==> src/rtl/rv32_pkg.sv <==
// Shared RV32 front-end definitions: instruction/PC defaults and the fetch-stage state encoding.
package rv32_pkg;
  localparam int          XLEN         = 32;
  localparam logic [31:0] DEF_NOP_INST = 32'h0000_0013;  // addi x0,x0,0
  localparam logic [31:0] DEF_RESET_PC = 32'h0000_0000;

  typedef enum logic [1:0] {
    ST_IDLE  = 2'd0,
    ST_FETCH = 2'd1,
    ST_VALID = 2'd2,
    ST_DRAIN = 2'd3
  } fetch_state_t;
endpackage

==> src/rtl/inst_fetch.sv <==
// RV32 fetch stage: PC, single-request imem handshake, one-entry instruction buffer to decode.
// Latency: ack in first request cycle -> inst_valid next cycle (1 instr / 2 cycles at zero wait).
// Backpressure: holds inst/inst_pc until inst_ready; no new request while buffered. Macro: INST_FETCH_MISALIGN_TRAP_EN.
module inst_fetch
  import rv32_pkg::*;
#(
  parameter logic [31:0] RESET_PC = DEF_RESET_PC,
  parameter logic [31:0] NOP_INST = DEF_NOP_INST
) (
  input  logic        clk,
  input  logic        rst,
  output logic        imem_req,
  output logic [31:0] imem_addr,
  input  logic        imem_ack,
  input  logic [31:0] imem_rdata,
  output logic        inst_valid,
  input  logic        inst_ready,
  output logic [31:0] inst,
  output logic [31:0] inst_pc,
  output logic        inst_misalign,
  input  logic        redirect,
  input  logic [31:0] redirect_pc
);

  fetch_state_t    state, state_nxt;
  logic [XLEN-1:0] pc, req_addr, inst_q, inst_pc_q;
  logic [XLEN-1:0] tgt;
  logic            load_req;
  logic            trap;
  logic            park;

  assign tgt = redirect_pc & ~32'h3;

`ifdef INST_FETCH_MISALIGN_TRAP_EN
  logic misalign_q;
  assign trap = redirect && (redirect_pc[1:0] != 2'b00);
  // misalign_q outlives the trap presentation so IDLE stays parked until a redirect
  assign park = misalign_q;

  always_ff @(posedge clk or posedge rst) begin
    if (rst)           misalign_q <= 1'b0;
    else if (redirect) misalign_q <= trap;
  end
`else
  assign trap = 1'b0;
  assign park = 1'b0;
`endif

  always_ff @(posedge clk or posedge rst) begin
    if (rst) state <= ST_IDLE;
    else     state <= state_nxt;
  end

  always_comb begin
    state_nxt = state;
    case (state)
      ST_IDLE:  if (!park) state_nxt = ST_FETCH;
      ST_FETCH: if (imem_ack) state_nxt = ST_VALID;
      ST_VALID: if (inst_ready) state_nxt = park ? ST_IDLE : ST_FETCH;
      ST_DRAIN: if (imem_ack) state_nxt = ST_FETCH;
      default:  state_nxt = ST_IDLE;
    endcase
    // An outstanding request must still be acked before the new target can be requested
    if (redirect) begin
      if (trap)
        state_nxt = ST_VALID;
      else if ((state == ST_FETCH || state == ST_DRAIN) && !imem_ack)
        state_nxt = ST_DRAIN;
      else
        state_nxt = ST_FETCH;
    end
  end

  always_comb begin
    imem_req   = (state == ST_FETCH) || (state == ST_DRAIN);
    imem_addr  = req_addr;
    inst_valid = (state == ST_VALID);
    inst       = inst_q;
    inst_pc    = inst_pc_q;
`ifdef INST_FETCH_MISALIGN_TRAP_EN
    inst_misalign = misalign_q && (state == ST_VALID);
`else
    inst_misalign = 1'b0;
`endif
  end

  assign load_req = (state_nxt == ST_FETCH) && ((state != ST_FETCH) || redirect);

  always_ff @(posedge clk or posedge rst) begin
    if (rst) begin
      pc        <= RESET_PC;
      req_addr  <= RESET_PC;
      inst_q    <= NOP_INST;
      inst_pc_q <= '0;
    end else begin
      if (load_req)
        req_addr <= redirect ? tgt : pc;

      if (redirect) begin
        pc     <= tgt;
        inst_q <= NOP_INST;
        if (trap) inst_pc_q <= redirect_pc;
      end else if (state == ST_FETCH && imem_ack) begin
        pc        <= req_addr + 32'd4;
        inst_q    <= imem_rdata;
        inst_pc_q <= req_addr;
      end
    end
  end

endmodule

==> config.mk <==
export PLATFORM = sky130hd
export DESIGN_NAME = inst_fetch
export DESIGN_NICKNAME = d
export VERILOG_FILES = /design/src/rtl/rv32_pkg.sv /design/src/rtl/inst_fetch.sv
export SDC_FILE = /design/constraint.sdc
export NUM_CORES = 1
export LEC_CHECK = 0
export CORE_MARGIN = 10
export CORE_UTILIZATION = 48
export DETAILED_ROUTE_END_ITERATION = 10
export PLACE_DENSITY = 0.79
export RECOVER_POWER = 100
export SLEW_MARGIN = 30
export SYNTH_ARGS = -nofsm -noshare
export SYNTH_HDL_FRONTEND = slang
export SYNTH_SLANG_ARGS = --single-unit
==> constraint.sdc <==
create_clock -name clk -period 5.65 [get_ports clk]
set_input_delay 1.13 -clock clk [delete_from_list [all_inputs] [get_ports clk]]
set_output_delay 1.13 -clock clk [all_outputs]
set_load 0.005 [all_outputs]
==> out/metrics.cfg <==
[clocking]
path_clk_slew_ps=50
htreeDepth=4
cts_root_buf=clkbuf_16
cts_buffers=17
cts_buffer_depth=2
clock_latency_ps=420
cts_tree=yes
ctsHoldBuffers=0
cts.sinks=130
postCtsSetupRepairBufs=0
ctsResizeCount=0

[place]
dpl.hpwl_microns=11700
place.gp.congestion=0.793
io_buffer_count=164
placedCellCount=947

[timing]
fin_crit_ps=4040
clock_skew_ps=7.91
setup_viol=0
relSlewSlack=-0.636
worst_slew_pin_slew_ps=2450
tns_ps=0
rsz0062_at_grt=no
drv_slew=140
hold_viol_final=0
finalCritPeriodShare=0.716
max_clock_freq_mhz=247

[final_layout]
areaGrowthSynthToFinish_pct=38.5
fin_cells=977
n_fill_cell=930
drive_gt1_frac=0.0630
fin_util=0.683
diodes=0
fin_nets=868

[synthesis]
async_flop_share=1.00
ys_seq_area_frac=0.548
synth.top_cell.area_share=0.534
synth_seq_cells=130
yosysTopAreaCell=dfrtp_1
synth_cell_types=42
synth_edf_count=0
avgSynthCellArea_sq_um=9.11
syn-num-nets=723
synth_area_leaders=dfrtp_1 (53%), nand2_1 (11%), a21oi_1 (5.2%), mux2i_1 (3.7%), xnor2_1 (2.9%)
yosysWarnings=0
synthFlopType=dfrtp_1
synthCells=653
syn-cell-area_sq_mm=0.00595

[critical_path]
critPathKind=primary input to register
r2r_slack_ps=2470
regToRegEndpoint=inst_pc[0]$_DFFE_PP0P_
critPathMaxFanout=57
end_kind=register
r2r-start=state[1]$_DFF_PP0_
worst_ep_required_time_ps=5910
r2r_cells=4
worstPathArrival_ps=4300
cp-start-kind=primary input

[routing]
routed_wl_microns=17600
drtPass1Iterations=5
post_drt_wl_per_cell_microns=18.0
postRouteAntennaNets=0
drc=0
drt-vias-per-instance=5.42
vias=5292
drt-initial-drc-count=384

[floorplanning]
ios=168
die_area_sq_mm=0.0172
die_h_microns=131
core-area_sq_mm=0.0121
start_util=0.493
rows=40
die_x_microns=131

[grt]
grt.overflow.total=0
grtUsageTotal=0.203
antenna_found_initial=0
grt_max_degree=67
grt_pass1_wl_microns=29100
grt_pass1_vias=5479

[min_path]
holdCritStartpoint=inst_pc[28]$_DFFE_PP0P_
hold_path_depth=2
min_to=inst_pc[28]$_DFFE_PP0P_
holdCritPathClass=register to register

[run_status]
status=finished, violations left
failed_checks=max-capacitance violations, max-slew violations

[pwr]
pwr_density_cell_mw_per_mm2=380
p_leak_nw=3.68
ir_drop_v=0.000260
totalPowerFinal_mw=3.13

[flow_run]
cap_violations=3

==> registers in the layout, summed over array words and instances, names as in the netlist <==
register,flops
imem_addr,32
state,2
pc,32
inst_pc,32
inst,32
==> cell type report <==
type                            instances  area [sq um]  share of cell area
Sequential cell                       130          3260               0.396
Inverter                               11          42.5             0.00517
Clock buffer                           25           515              0.0626
Timing Repair Buffer                  171          1690               0.205
Tap cell                              168           210              0.0255
Clock inverter                          5          50.0             0.00608
Multi-Input combinational cell        467          2470               0.300
==> cell families (layout without fill, tap and decap cells) <==
group	count (synthesis)	after routing	share of synthesized area
adders and majority gates	1	1	0.00210
and+or+nand+nor	286	286	0.213
xor gates and xnor gates	24	24	0.0353
other	1	1	0.000631
DFF	130	130	0.548
buffers and inverters	56	212	0.0391
AOI/OAI and AO/OA	133	133	0.125
muxes	22	22	0.0370
==> report_power, final <==
| group | internal [mW] | switching, mW | leakage (nW) |
|---|---|---|---|
| registers | 1.12 | 0.177 | 1.60 |
| logic | 0.406 | 0.370 | 1.79 |
| clock network | 0.667 | 0.384 | 0.285 |
==> how the worst max path moves through the flow <==
stage	from	end	slack, ps
3_3_place_gp	imem_ack	inst_pc[11]$_DFFE_PP0P_	1770
2_1_floorplan	rst	imem_addr[0]$_DFFE_PP0P_	1060
6_report	imem_ack	inst_pc[0]$_DFFE_PP0P_	1610
4_1_cts	imem_ack	inst_pc[0]$_DFFE_PP0P_	2470
5_1_grt	imem_ack	inst_pc[0]$_DFFE_PP0P_	1290
3_5_place_dp	imem_ack	inst_pc[8]$_DFFE_PP0P_	2090
==> worst max-delay path, stage by stage <==
cell           delay, ps
dlygate4sd3_1        620
and3b_1             1430
nand2_4              700
nand2_1              250
o21ai_0              130
==> cells in the final DEF (no fill, tap or decap), drive strengths merged, types with 9 or more instances in the layout <==
master / instances
nand2: 180
dfrtp: 127
dlygate4sd3: 100
clkdlybuf4s50: 63
a21oi: 62
nor2: 44
o21ai: 38
clkbuf: 26
mux2i: 22
xnor2: 20
nand3: 17
a22oi: 12
a31oi: 11
nor3: 10
nor4: 10
inv: 9
==> cells in the mapped netlist, types with 4 or more instances <==
master	n
clkbuf_1	34
nor2_1	44
xnor2_1	20
nand3_1	16
inv_1	10
a31oi_1	11
nand2_1	180
a21oi_1	62
buf_1	8
o21ai_0	31
o21ai_1	6
a22oi_1	12
and3_1	8
nor3_1	10
nor4_1	7
nand4_1	4
mux2i_1	22
dfrtp_1	127
xor2_1	4
o31ai_1	5
==> stage by stage <==
stage	hold WS, ps	worst slack (ps)	cell area (sq um)
floorplan	469	1060	5950
global placement	457	1770	7670
detailed placement	462	2090	7680
CTS	476	2470	8240
global route	494	1290	8230
finish	467	1610	8230
==> metal layers <==
| layer | vias up | routed length (microns) | track usage |
|---|---|---|---|
| li1 | 2486 | - | - |
| met1 | 2595 | 7610 | 0.253 |
| met2 | 190 | 8370 | 0.319 |
| met3 | 21 | 1370 | 0.0793 |
| met4 | 0 | 224 | 0.0630 |
| met5 | - | 0 | 0 |
Note: power is estimated with default switching activity, not from simulation.
